**config.mk**
```make
export PLATFORM = sky130hd
export DESIGN_NAME = cache_line_bridge
export DESIGN_NICKNAME = d
export VERILOG_FILES = /design/src/rtl/cache_line_bridge.sv
export SDC_FILE = /design/constraint.sdc
export NUM_CORES = 1
export LEC_CHECK = 0
export CAP_MARGIN = 10
export CORE_ASPECT_RATIO = 0.6
export CORE_MARGIN = 10
export CORE_UTILIZATION = 50
export DETAILED_ROUTE_END_ITERATION = 10
export PLACE_DENSITY_LB_ADDON = 0.15
export SYNTH_ARGS = -nofsm -noshare
export SYNTH_HDL_FRONTEND = slang
export SYNTH_SLANG_ARGS = --single-unit
```
**constraint.sdc**
```tcl
create_clock -name clk -period 14.6 [get_ports clk]
set_clock_uncertainty 0.05 [all_clocks]
set_input_delay 1.46 -clock clk [delete_from_list [all_inputs] [get_ports clk]]
set_output_delay 1.46 -clock clk [all_outputs]
set_load 0.02 [all_outputs]
```
**src/rtl/cache_line_bridge.sv**
```systemverilog
// rtl/cache_line_bridge.sv - 128-bit cache line port to four 32-bit Avalon-MM word transfers
//
// Accepts one line fill or line writeback at a time from the L1 cache. The line is
// moved as four word transfers at {base[31:4], word[1:0], 2'b00}. Read returns
// arrive in issue order, possibly overlapping the remaining issues, and are gathered
// into one line that is presented with a single-cycle valid pulse.
//
// Ports:
//   clk, rst            - clock; asynchronous active-high reset
//   s_addr              - line address (bits [3:0] ignored)
//   s_writedata         - line to write back, word i at [32i+31:32i]
//   s_read, s_write     - line fill / writeback request (write wins if both)
//   s_readdata          - last gathered line, held until the next fill completes
//   s_readdata_valid    - one-cycle pulse when s_readdata is updated
//   s_waitrequest       - high while busy or in reset
//   mem_addr            - word address of the current command
//   mem_writedata       - word being written
//   mem_read, mem_write - word command strobes, held while mem_waitrequest is high
//   mem_readdata        - returned word
//   mem_readdata_valid  - mem_readdata valid
//   mem_waitrequest     - current command not accepted this cycle

module cache_line_bridge (
    input  logic         clk,
    input  logic         rst,
    input  logic [31:0]  s_addr,
    input  logic [127:0] s_writedata,
    input  logic         s_read,
    input  logic         s_write,
    output logic [127:0] s_readdata,
    output logic         s_readdata_valid,
    output logic         s_waitrequest,
    output logic [31:0]  mem_addr,
    output logic [31:0]  mem_writedata,
    output logic         mem_read,
    output logic         mem_write,
    input  logic [31:0]  mem_readdata,
    input  logic         mem_readdata_valid,
    input  logic         mem_waitrequest
);

    typedef enum logic [1:0] {
        IDLE     = 2'd0,
        WR       = 2'd1,
        RD_ISSUE = 2'd2,
        RD_WAIT  = 2'd3
    } state_t;

    state_t         state;
    state_t         state_nxt;
    logic [1:0]     icnt;
    logic [2:0]     rcnt;
    logic [27:0]    base;
    logic [127:0]   wline;
    logic [127:0]   rline;
    logic [127:0]   fill_line;
    logic           accept;
    logic           issue;
    logic           ret;
    logic           last_issue;
    logic           last_ret;

    // Line offset bits are don't-care; reduce them so they are visibly consumed.
    logic           unused_addr_lsbs;
    assign unused_addr_lsbs = ^s_addr[3:0];

    assign accept     = (state == IDLE) && (s_read || s_write);
    assign issue      = (mem_read || mem_write) && !mem_waitrequest;
    // Returns only count while a fill is in flight; anything else is a stray.
    assign ret        = mem_readdata_valid && ((state == RD_ISSUE) || (state == RD_WAIT));
    assign last_issue = issue && (icnt == 2'd3);
    assign last_ret   = ret && (rcnt == 3'd3);

    // Current line buffer with the arriving word merged into its slot; used both to
    // update the buffer and to publish the complete line on the final return.
    always_comb begin
        fill_line = rline;
        fill_line[{rcnt[1:0], 5'b00000} +: 32] = mem_readdata;
    end

    // State register
    always_ff @(posedge clk or posedge rst) begin
        if (rst) begin
            state <= IDLE;
        end else begin
            state <= state_nxt;
        end
    end

    // Next-state logic
    always_comb begin
        state_nxt = state;
        case (state)
            IDLE: begin
                if (s_write) begin
                    state_nxt = WR;
                end else if (s_read) begin
                    state_nxt = RD_ISSUE;
                end
            end
            WR: begin
                if (last_issue) begin
                    state_nxt = IDLE;
                end
            end
            RD_ISSUE: begin
                // A zero-latency fourth return can coincide with the fourth issue.
                if (last_ret) begin
                    state_nxt = IDLE;
                end else if (last_issue) begin
                    state_nxt = RD_WAIT;
                end
            end
            RD_WAIT: begin
                if (last_ret) begin
                    state_nxt = IDLE;
                end
            end
            default: state_nxt = IDLE;
        endcase
    end

    // Outputs. Command fields depend only on registered state, so they stay
    // stable for as long as mem_waitrequest stalls the command.
    always_comb begin
        s_waitrequest = rst || (state != IDLE);
        mem_read      = (state == RD_ISSUE);
        mem_write     = (state == WR);
        mem_addr      = {base, icnt, 2'b00};
        mem_writedata = wline[{icnt, 5'b00000} +: 32];
    end

    // Datapath and counters
    always_ff @(posedge clk or posedge rst) begin
        if (rst) begin
            icnt             <= 2'd0;
            rcnt             <= 3'd0;
            base             <= 28'd0;
            wline            <= 128'd0;
            rline            <= 128'd0;
            s_readdata       <= 128'd0;
            s_readdata_valid <= 1'b0;
        end else begin
            s_readdata_valid <= 1'b0;
            if (accept) begin
                base <= s_addr[31:4];
                icnt <= 2'd0;
                rcnt <= 3'd0;
                if (s_write) begin
                    wline <= s_writedata;
                end
            end
            if (issue) begin
                icnt <= icnt + 2'd1;
            end
            if (ret) begin
                rline <= fill_line;
                rcnt  <= rcnt + 3'd1;
                if (last_ret) begin
                    rcnt             <= 3'd0;
                    s_readdata       <= fill_line;
                    s_readdata_valid <= 1'b1;
                end
            end
        end
    end

endmodule

```
==> results of run 1 <==
worst max-delay path: stages:
cell and delay, ns:
sky130_fd_sc_hd__clkdlybuf4s50_1 0.49, sky130_fd_sc_hd__inv_8 0.41, sky130_fd_sc_hd__nand2_1 0.19, sky130_fd_sc_hd__clkdlybuf4s50_1 0.58
final cells by class:
class	count	area, um^2
tap	459	574
fill	2483	11000
inverter	13	58.8
multi-input combinational	758	6170
sequential	420	10500
clock inverter	14	225
timing repair buffer	410	4050
antenna	1	2.50
clock buffer	57	1200
through the flow:
| stage | hold WS (ns) | instances | setup slack, ns | total power [mW] | instance area (um^2) |
|---|---|---|---|---|---|
| after floorplan | 0.416 | 1328 | 1.28 | 3.06 | 17200 |
| after global placement | 0.426 | 2060 | 9.44 | 3.98 | 21400 |
| after detailed placement | 0.431 | 2060 | 9.46 | 4.03 | 21400 |
| after CTS | 0.452 | 2131 | 9.88 | 5.18 | 22800 |
| after global routing | 0.459 | 2132 | 9.68 | 5.40 | 22800 |
| final | 0.449 | 2132 | 9.90 | 5.13 | 22800 |
path summary, 6_finish.rpt:
path                                       start  depth (start not counted)                endpoint  slack (ns)
setup / recovery                             rst                          4           s_waitrequest        9.90
hold / removal             rline[22]$_DFFE_PP0P_                          1   rline[22]$_DFFE_PP0P_        0.45
setup reg to reg             rcnt[0]$_DFFE_PP0P_                          6   rline[53]$_DFFE_PP0P_       11.30
hold reg to reg            rline[22]$_DFFE_PP0P_                          1   rline[22]$_DFFE_PP0P_        0.45
max in group asynchronous                    rst                          5  rline[117]$_DFFE_PP0P_       10.18
min in group asynchronous                    rst                          2    base[17]$_DFFE_PP0P_        1.34
per-layer routing:
| layer | part of all wire | global-route usage | routed length [um] | up-vias |
|---|---|---|---|---|
| met1 | 0.42 | 0.316 | 21500 | 6483 |
| met4 | 0.016 | 0.0466 | 804 | 2 |
| li1 | - | - | - | 5483 |
| met3 | 0.082 | 0.0690 | 4180 | 68 |
| met5 | 0.00025 | 0 | 13 | - |
| met2 | 0.48 | 0.373 | 24500 | 446 |
state kept, by name (all words and copies together) (netlist names):
signal,cells
icnt,2
state,2
wline,128
base,28
s_readdata,128
rcnt,3
rline,128
s_readdata_valid,1
cell families after synthesis:
logic type                 synth area share
AOI/OAI and AO/OA                     0.134
adders and majority gates           0.00799
buffers and inverters                0.0354
DFF                                   0.610
muxes                                 0.145
other                              0.000218
and+or+nand+nor                      0.0664
synthesized netlist by cell type (8+ instances only):
cell type,number
sky130_fd_sc_hd__buf_1,31
sky130_fd_sc_hd__a221oi_1,128
sky130_fd_sc_hd__ha_1,11
sky130_fd_sc_hd__inv_1,13
sky130_fd_sc_hd__a22o_1,127
sky130_fd_sc_hd__clkbuf_1,73
sky130_fd_sc_hd__mux4_2,32
sky130_fd_sc_hd__nand2_1,9
sky130_fd_sc_hd__dfrtp_1,420
sky130_fd_sc_hd__o21ai_0,8
sky130_fd_sc_hd__mux2_2,158
sky130_fd_sc_hd__nor2_1,258
sky130_fd_sc_hd__buf_2,31
report_power, final:
| part | switching, mW | internal, mW | leakage (nW) |
|---|---|---|---|
| clock | 0.449 | 0.676 | 0.699 |
| combinational | 1.05 | 1.05 | 3.92 |
| sequential | 0.265 | 1.64 | 5.30 |
| total | 1.77 | 3.37 | 9.92 |
==> qor.csv, run 1 <==
metric,value,unit
status,"finished, final reports clean",
post-route-util,0.673,
drc_errors,0,
timing_hold_violations_final,0,
clkSlewWorstSetupHoldPaths,0.07,ns
hold_bufs_inserted_after_cts,0,
synth.avg_cell_area,13.0,um^2
sinks_on_clock_net,420,
die_w,260,um
max_freq,0.213,GHz
rsz0062_at_grt,no,
netlist_cell_types,33,
grt_antenna_before_repair,2,
area_growth,32.3,%
design.core.area,0.0338,mm^2
max_cap_violations,0,
slew_violations,0,
cts_max_level,2,
clock-root-buffer,sky130_fd_sc_hd__clkbuf_16,
detail_route.vias_per_cell,5.85,
synth.top_cells.by_area,"sky130_fd_sc_hd__dfrtp_1 61%, sky130_fd_sc_hd__mux2_2 10%, sky130_fd_sc_hd__a221oi_1 6.5%",
globalRouteTotalUtil,0.234,
post-synth-top-area-cell,sky130_fd_sc_hd__dfrtp_1,
routedWlPerCell,23.9,um
io-pin-count,394,
synth_async_sr_flop_share,1.00,
maxSlewHeadroom,0.150,
worst_setup_path_end_kind,primary output,
final_layout_size_suffix_gt1_frac,0.175,
setup_violations,0,
number_of_input_and_output_port_buffers_inserted,387,
power-per-cell-area,225,mW/mm^2
cp_data_arrival_time,3.19,ns
std_cell_rows,52,
dr.first_iter.drc_count,1263,
edff_count_synth,0,
first_global_vias,12804,
postRouteWirelength,51000,um
required,13.09,ns
timing.final.crit_share,0.322,
final_common_cell,sky130_fd_sc_hd__dfrtp_1,
layout.cells.most_common_list,"418 x sky130_fd_sc_hd__dfrtp_1, 387 x sky130_fd_sc_hd__clkdlybuf4s50_1, 258 x sky130_fd_sc_hd__nor2_1",
grt_remaining_overflow,0,
mappedNetlistArea,0.0172,mm^2
timing.hold.worst.class,flip-flop to flip-flop,
die_area,0.0425,mm^2
drt_pass1_iterations,5,
cts.repair_timing.setup_buffer_count,0,
clock_tree_from_tritoncts,done,
ys.warnings.count,0,
vdd_ir_drop_max,0.124,mV
final_weighted_congestion_in_routability_driven_placement,0.812,
maximum_buffer_depth_of_the_clock_tree,3,
dpl.hpwl,34300,um
nNetsFinal,1852,
worst-path-max-fanout,76,
vias,12482,
start_util,0.509,
crit_path_start_kind,input port,
postCtsResizedCells,0,
min_period,4.70,ns
synth-seq-area-share,0.610,
setup.worst_path.class,input port to primary output,
final_antenna_net_count,0,
synth.ff_latch_count,420,
netlist_instances,1327,
die-height,164,um
cts_buffers,40,
leakagePower,9.92,nW
yosysTopAreaCellShare,0.610,
grt_start_max_net_pins,104,
most_instantiated_flip_flop_cell_in_the_synthesis_netlist,sky130_fd_sc_hd__dfrtp_1,
timing_worst_slew_pin_value,1.27,ns
tns,0,ns
worst_skew_pair.late_latency,0.54,ns
first_pass_grt_wire_length,77900,um
Note: power is estimated with default switching activity, not from simulation.
==> run 2: changes to the inputs <==
Settings changed: CORE_UTILIZATION 50 to 46.
Clock period 14.6 ns to 3.76 ns, I/O delays scaled along.
==> run 2 against run 1 <==
Against the previous run: worst setup slack worse by 9.3 ns; cell count up 2.7%; critical path depth down 1; clock power rose to 3.6 times the previous value; clock-buffer cell count up 3; die area up 7.8%; sequential share of layout area down 0.29 points; sequential power rose to 3.9 times the previous value; worst hold slack worse by 0.090 ns; routed wire length up 2.4%; register-to-register slack worse by 10 ns; critical path type is now flip-flop to primary output; highest routed layer unchanged.
==> qor.csv, run 2 (same netlist as run 1, synthesis figures left out) <==
metric,value,unit,change
crit_path_start_kind,flip-flop,,was input port
layout.area.seq,0.0105,mm^2,unchanged
routedWlPerCell,23.9,um,about the same
drt_pass1_iterations,5,,unchanged
worst_setup_path_end_kind,primary output,,unchanged
area_growth,33.2,%,was 32.3%
cp_data_arrival_time,2.73,ns,was 3.19 ns
min_period,3.15,ns,
clkSlewWorstSetupHoldPaths,0.06,ns,was 0.07 ns
drc_errors,0,,unchanged
required,3.33,ns,was 13.09 ns
die-height,170,um,was 164 um
die_w,270,um,was 260 um
vdd_ir_drop_max,0.484,mV,was 0.124 mV
postCtsResizedCells,0,,unchanged
design.core.area,0.0366,mm^2,was 0.0338 mm^2
vias,12596,,was 12482
dpl.hpwl,35100,um,was 34300 um
timing_worst_slew_pin_value,1.14,ns,was 1.27 ns
grt_remaining_overflow,0,,unchanged
power-per-cell-area,860,mW/mm^2,was 225 mW/mm^2
clock_power_share,0.208,,was 0.219
number_of_input_and_output_port_buffers_inserted,387,,unchanged
dr.first_iter.drc_count,1108,,was 1263
sw_frac_of_total,0.349,,was 0.344
final_antenna_net_count,0,,unchanged
grt_start_max_net_pins,165,,was 104
rsz0062_at_grt,no,,unchanged
status,"finished, final reports clean",,unchanged
die_area,0.0458,mm^2,was 0.0425 mm^2
maximum_buffer_depth_of_the_clock_tree,3,,unchanged
postRouteWirelength,52200,um,was 51000 um
nNetsFinal,1861,,was 1852
worst_skew_pair.late_latency,0.54,ns,about the same
cts_max_level,2,,unchanged
detail_route.vias_per_cell,5.75,,was 5.85
start_util,0.470,,was 0.509
worst-path-max-fanout,23,,was 76
grt_antenna_before_repair,5,,was 2
multiInputGateArea,0.00617,mm^2,unchanged
max_cap_violations,0,,unchanged
holdWs,0.359,ns,was 0.449 ns
layout.cells.most_common_list,"418 x sky130_fd_sc_hd__dfrtp_1, 387 x sky130_fd_sc_hd__clkdlybuf4s50_1, 258 x sky130_fd_sc_hd__nor2_1",,unchanged
timing.hold.worst.class,input port to async pin,,was flip-flop to flip-flop
sinks_on_clock_net,420,,unchanged
post-route-util,0.626,,was 0.673
leakagePower,9.95,nW,was 9.92 nW
globalRouteTotalUtil,0.222,,was 0.234
first_global_vias,13022,,was 12804
p_int,12.8,mW,was 3.37 mW
cts.repair_timing.setup_buffer_count,0,,unchanged
clock-root-buffer,sky130_fd_sc_hd__clkbuf_16,,unchanged
io-pin-count,394,,unchanged
final_common_cell,sky130_fd_sc_hd__dfrtp_1,,unchanged
setup.worst_path.class,flip-flop to primary output,,was input port to primary output
timing_hold_violations_final,0,,unchanged
nFillCells,2914,,was 2483
cts_buffers,41,,was 40
net_switching_power_figure,6.88,mW,was 1.77 mW
final_weighted_congestion_in_routability_driven_placement,0.802,,was 0.812
hold_bufs_inserted_after_cts,0,,unchanged
timing.final.crit_share,0.838,,
setup_violations,0,,unchanged
maxSlewHeadroom,0.240,,was 0.150
clock_tree_from_tritoncts,done,,unchanged
seq_power_share,0.380,,was 0.371
final_layout_size_suffix_gt1_frac,0.176,,was 0.175
fin_total_pwr,19.7,mW,was 5.13 mW
top_registers,"rline x128, s_readdata x128, wline x128",,unchanged
max_freq,0.317,GHz,
power.combinational.fraction,0.412,,was 0.410
first_pass_grt_wire_length,80200,um,was 77900 um
std_cell_rows,54,,was 52
slew_violations,0,,unchanged
run 2: power by group through the flow:
stage | registers (mW) | logic [mW] | clock network, mW
floorplan | 8.21 | 3.68 | 0
global placement | 7.47 | 8.06 | 0
detailed placement | 7.54 | 8.18 | 0
CTS | 7.50 | 8.22 | 4.18
global route | 7.73 | 8.67 | 4.39
finish | 7.50 | 8.13 | 4.10
run 2: critical path: stages (launching register included):
cell	delay [ns]
sky130_fd_sc_hd__dfrtp_2	0.86
sky130_fd_sc_hd__buf_4	0.37
sky130_fd_sc_hd__mux4_2	0.32
sky130_fd_sc_hd__clkdlybuf4s50_1	0.65
run 2: final timing paths:
kind,startpoint,end,slack (ns),cells after the start
setup / recovery,icnt[0]$_DFFE_PP0P_,mem_writedata[4],0.61,3
hold / removal,rst,s_readdata[32]$_DFFE_PP0P_,0.36,3
setup reg to reg,rcnt[0]$_DFFE_PP0P_,rline[67]$_DFFE_PP0P_,0.95,7
hold reg to reg,rline[81]$_DFFE_PP0P_,rline[81]$_DFFE_PP0P_,0.45,1
max in group asynchronous,rst,s_readdata[73]$_DFFE_PP0P_,1.99,4
min in group clk,s_addr[27],base[23]$_DFFE_PP0P_,0.40,2
run 2: per-layer routing:
metal  vias up  GRT usage  share of wire
met5         -          0        0.00025
met4         2     0.0587          0.020
met3        70     0.0598          0.077
met2       477      0.357           0.49
met1      6552      0.295           0.41
li1       5495          -              -
run 2: area by class of cell:
| cell class | instances | area share |
|---|---|---|
| inverters | 13 | 0.00240 |
| flip-flops and latches | 420 | 0.458 |
| multi-input cells | 758 | 0.269 |
| repair buffers | 418 | 0.185 |
| clock inverters | 12 | 0.00497 |
| well taps | 504 | 0.0275 |
| clock buffers | 60 | 0.0523 |
| diodes | 4 | 0.000437 |
run 2: through the flow:
step | worst slack (ns) | instance area (um^2) | std cells | TNS [ns]
after floorplan | -4.17 | 17200 | 1328 | -987.24
after global placement | 1.04 | 21600 | 2112 | 0
after detailed placement | 0.991 | 21600 | 2112 | 0
after CTS | 0.532 | 22900 | 2184 | 0
after global routing | 0.457 | 22900 | 2189 | 0
final | 0.608 | 22900 | 2189 | 0
==> run 3: changes to the inputs <==
Clock period 3.76 ns to 2.66 ns, I/O delays scaled along.
==> run 3 against run 2 <==
Against the previous run: worst setup slack got worse by 0.53 ns; sequential share of layout area fell by 0.24 points; largest cell class unchanged; combinational power rose by 43%; clock power rose by 42%; utilization rose by 0.32 points; highest routed layer is now met4.
==> qor.csv, run 3 (same netlist as run 1, synthesis figures left out) <==
metric,value,unit,change
final_weighted_congestion_in_routability_driven_placement,0.808,,was 0.802
final_setup_slack_of_the_worst_path,0.0833,ns,was 0.608 ns
grt_antenna_before_repair,2,,was 5
first_pass_grt_wire_length,79700,um,was 80200 um
design.core.area,0.0366,mm^2,unchanged
layout.cells.most_common_list,"418 x sky130_fd_sc_hd__dfrtp_1, 374 x sky130_fd_sc_hd__clkdlybuf4s50_1, 258 x sky130_fd_sc_hd__nor2_1",,"was 418 x sky130_fd_sc_hd__dfrtp_1, 387 x sky130_fd_sc_hd__clkdlybuf4s50_1, 258 x sky130_fd_sc_hd__nor2_1"
crit_path_start_kind,flip-flop,,unchanged
crit_family,buffers and inverters,,unchanged
timing_hold_violations_final,0,,unchanged
cts_max_level,2,,unchanged
timing_worst_slew_pin_value,1.03,ns,was 1.14 ns
clock_tree_from_tritoncts,done,,unchanged
post-route-util,0.629,,was 0.626
vias,12528,,was 12596
sinks_on_clock_net,420,,unchanged
tns,0,ns,unchanged
dpl.hpwl,35300,um,was 35100 um
nFillCells,2843,,was 2914
fin_total_pwr,27.9,mW,was 19.7 mW
layout.area.seq,0.0105,mm^2,unchanged
critical-path-max-stage-delay,0.59,ns,was 0.86 ns
cts_buffers,42,,was 41
routedWlPerCell,23.6,um,was 23.9 um
worst_setup_path_end_kind,primary output,,unchanged
grt_start_max_net_pins,176,,was 165
cp_num_buf_inv,2,,unchanged
clock-root-buffer,sky130_fd_sc_hd__clkbuf_16,,unchanged
max_cap_violations,0,,unchanged
timing.final.crit_share,0.969,,
maxSlewHeadroom,0.314,,was 0.240
crit_chain,"buf_12, mux4_2, clkdlybuf4s50_1",,"was buf_4, mux4_2, clkdlybuf4s50_1"
final_layout_size_suffix_gt1_frac,0.184,,was 0.176
globalRouteTotalUtil,0.220,,was 0.222
final_cells,2203,,was 2189
dr.first_iter.drc_count,1165,,was 1108
slew_violations,0,,unchanged
area_growth,33.9,%,was 33.2%
detail_route.vias_per_cell,5.69,,was 5.75
setup.worst_path.class,flip-flop to primary output,,unchanged
die_w,270,um,unchanged
leakagePower,10.1,nW,was 9.95 nW
maximum_buffer_depth_of_the_clock_tree,3,,unchanged
timing.reg2reg.setup_slack,0.24,ns,was 0.95 ns
grt_remaining_overflow,0,,unchanged
placed_area,0.0217,mm^2,was 0.0216 mm^2
final_antenna_net_count,0,,unchanged
status,"finished, final reports clean",,unchanged
placed_cells_incl_taps,2128,,was 2112
std_cell_rows,54,,unchanged
required,2.34,ns,was 3.33 ns
postRouteWirelength,51900,um,was 52200 um
nNetsFinal,1877,,was 1861
clkSlewWorstSetupHoldPaths,0.06,ns,about the same
first_global_vias,12975,,was 13022
rsz0062_at_grt,no,,unchanged
worst_skew_pair.late_latency,0.55,ns,was 0.54 ns
number_of_input_and_output_port_buffers_inserted,387,,unchanged
holdWs,0.274,ns,was 0.359 ns
vdd_ir_drop_max,0.694,mV,was 0.484 mV
drt_pass1_iterations,5,,unchanged
final_common_cell,sky130_fd_sc_hd__dfrtp_1,,unchanged
hold_bufs_inserted_after_cts,0,,unchanged
io-pin-count,394,,unchanged
max_freq,0.388,GHz,
drc_errors,0,,unchanged
multiInputGateArea,0.00617,mm^2,unchanged
worst_path_max_delay_cell,sky130_fd_sc_hd__clkdlybuf4s50_1,,was sky130_fd_sc_hd__dfrtp_2
layout.cell_area.non_filler,0.0230,mm^2,was 0.0229 mm^2
worst-path-max-fanout,23,,unchanged
timing.hold.worst.class,input port to async pin,,unchanged
post_place_worst_slack,0.349,ns,was 0.991 ns
setup_violations,0,,unchanged
die_area,0.0458,mm^2,unchanged
min_period,2.58,ns,
top_registers,"rline x128, s_readdata x128, wline x128",,unchanged
cts.repair_timing.setup_buffer_count,0,,unchanged
cp_data_arrival_time,2.26,ns,was 2.73 ns
power-per-cell-area,1210,mW/mm^2,was 860 mW/mm^2
start_util,0.470,,unchanged
die-height,170,um,unchanged
-- run 3: changes by cell type in the layout (fill, tap and decap cells not counted), sizes merged, moves of 2 or more --
cell / change
buf: +15
clkdlybuf4s50: -13
clkinvlp: +2
diode: -2
dlygate4sd2: +2
dlymetal6s2s: +11
-- run 3: worst min-delay path: stages --
cell                              delay, ns
sky130_fd_sc_hd__clkdlybuf4s50_1       0.44
sky130_fd_sc_hd__clkinvlp_4            0.19
sky130_fd_sc_hd__buf_12                0.48
-- run 3: final timing paths --
path / start / endpoint / depth (start not counted)
min in group clk: s_addr[27] / base[23]$_DFFE_PP0P_ / 2
max in group asynchronous: rst / wline[54]$_DFFE_PP0P_ / 3
worst max register to register: rcnt[0]$_DFFE_PP0P_ / rline[4]$_DFFE_PP0P_ / 7
worst max-delay path: icnt[0]$_DFFE_PP0P_ / mem_writedata[31] / 3
worst min register to register: rline[102]$_DFFE_PP0P_ / rline[102]$_DFFE_PP0P_ / 1
worst min-delay path: rst / s_readdata[61]$_DFFE_PP0P_ / 3
-- run 3: layout make-up --
cell class                      instances  area share
Antenna cell                            2    0.000217
Multi-Input combinational cell        758       0.268
Clock inverter                         12     0.00440
Clock buffer                           61      0.0536
Sequential cell                       420       0.456
Inverter                               13     0.00239
Timing Repair Buffer                  433       0.188
Tap cell                              504      0.0274
-- run 3: routing by layer --
metal,up-vias,part of all wire,global-route usage
met1,6490,0.42,0.296
met3,67,0.072,0.0552
met5,-,0,0
met4,0,0.020,0.0535
met2,443,0.49,0.356
li1,5528,-,-
-- run 3: power by group --
part | switching, mW | internal [mW]
registers | 1.47 | 9.00
logic | 5.76 | 5.86
clock network | 2.51 | 3.33
total | 9.73 | 18.2
-- run 3: timing repair --
item / CTS / global route
cloned: 0 / 0
setup endpoints to repair: 15 / 11
pin swaps: 0 / 0
gates resized for setup: 4 / 11
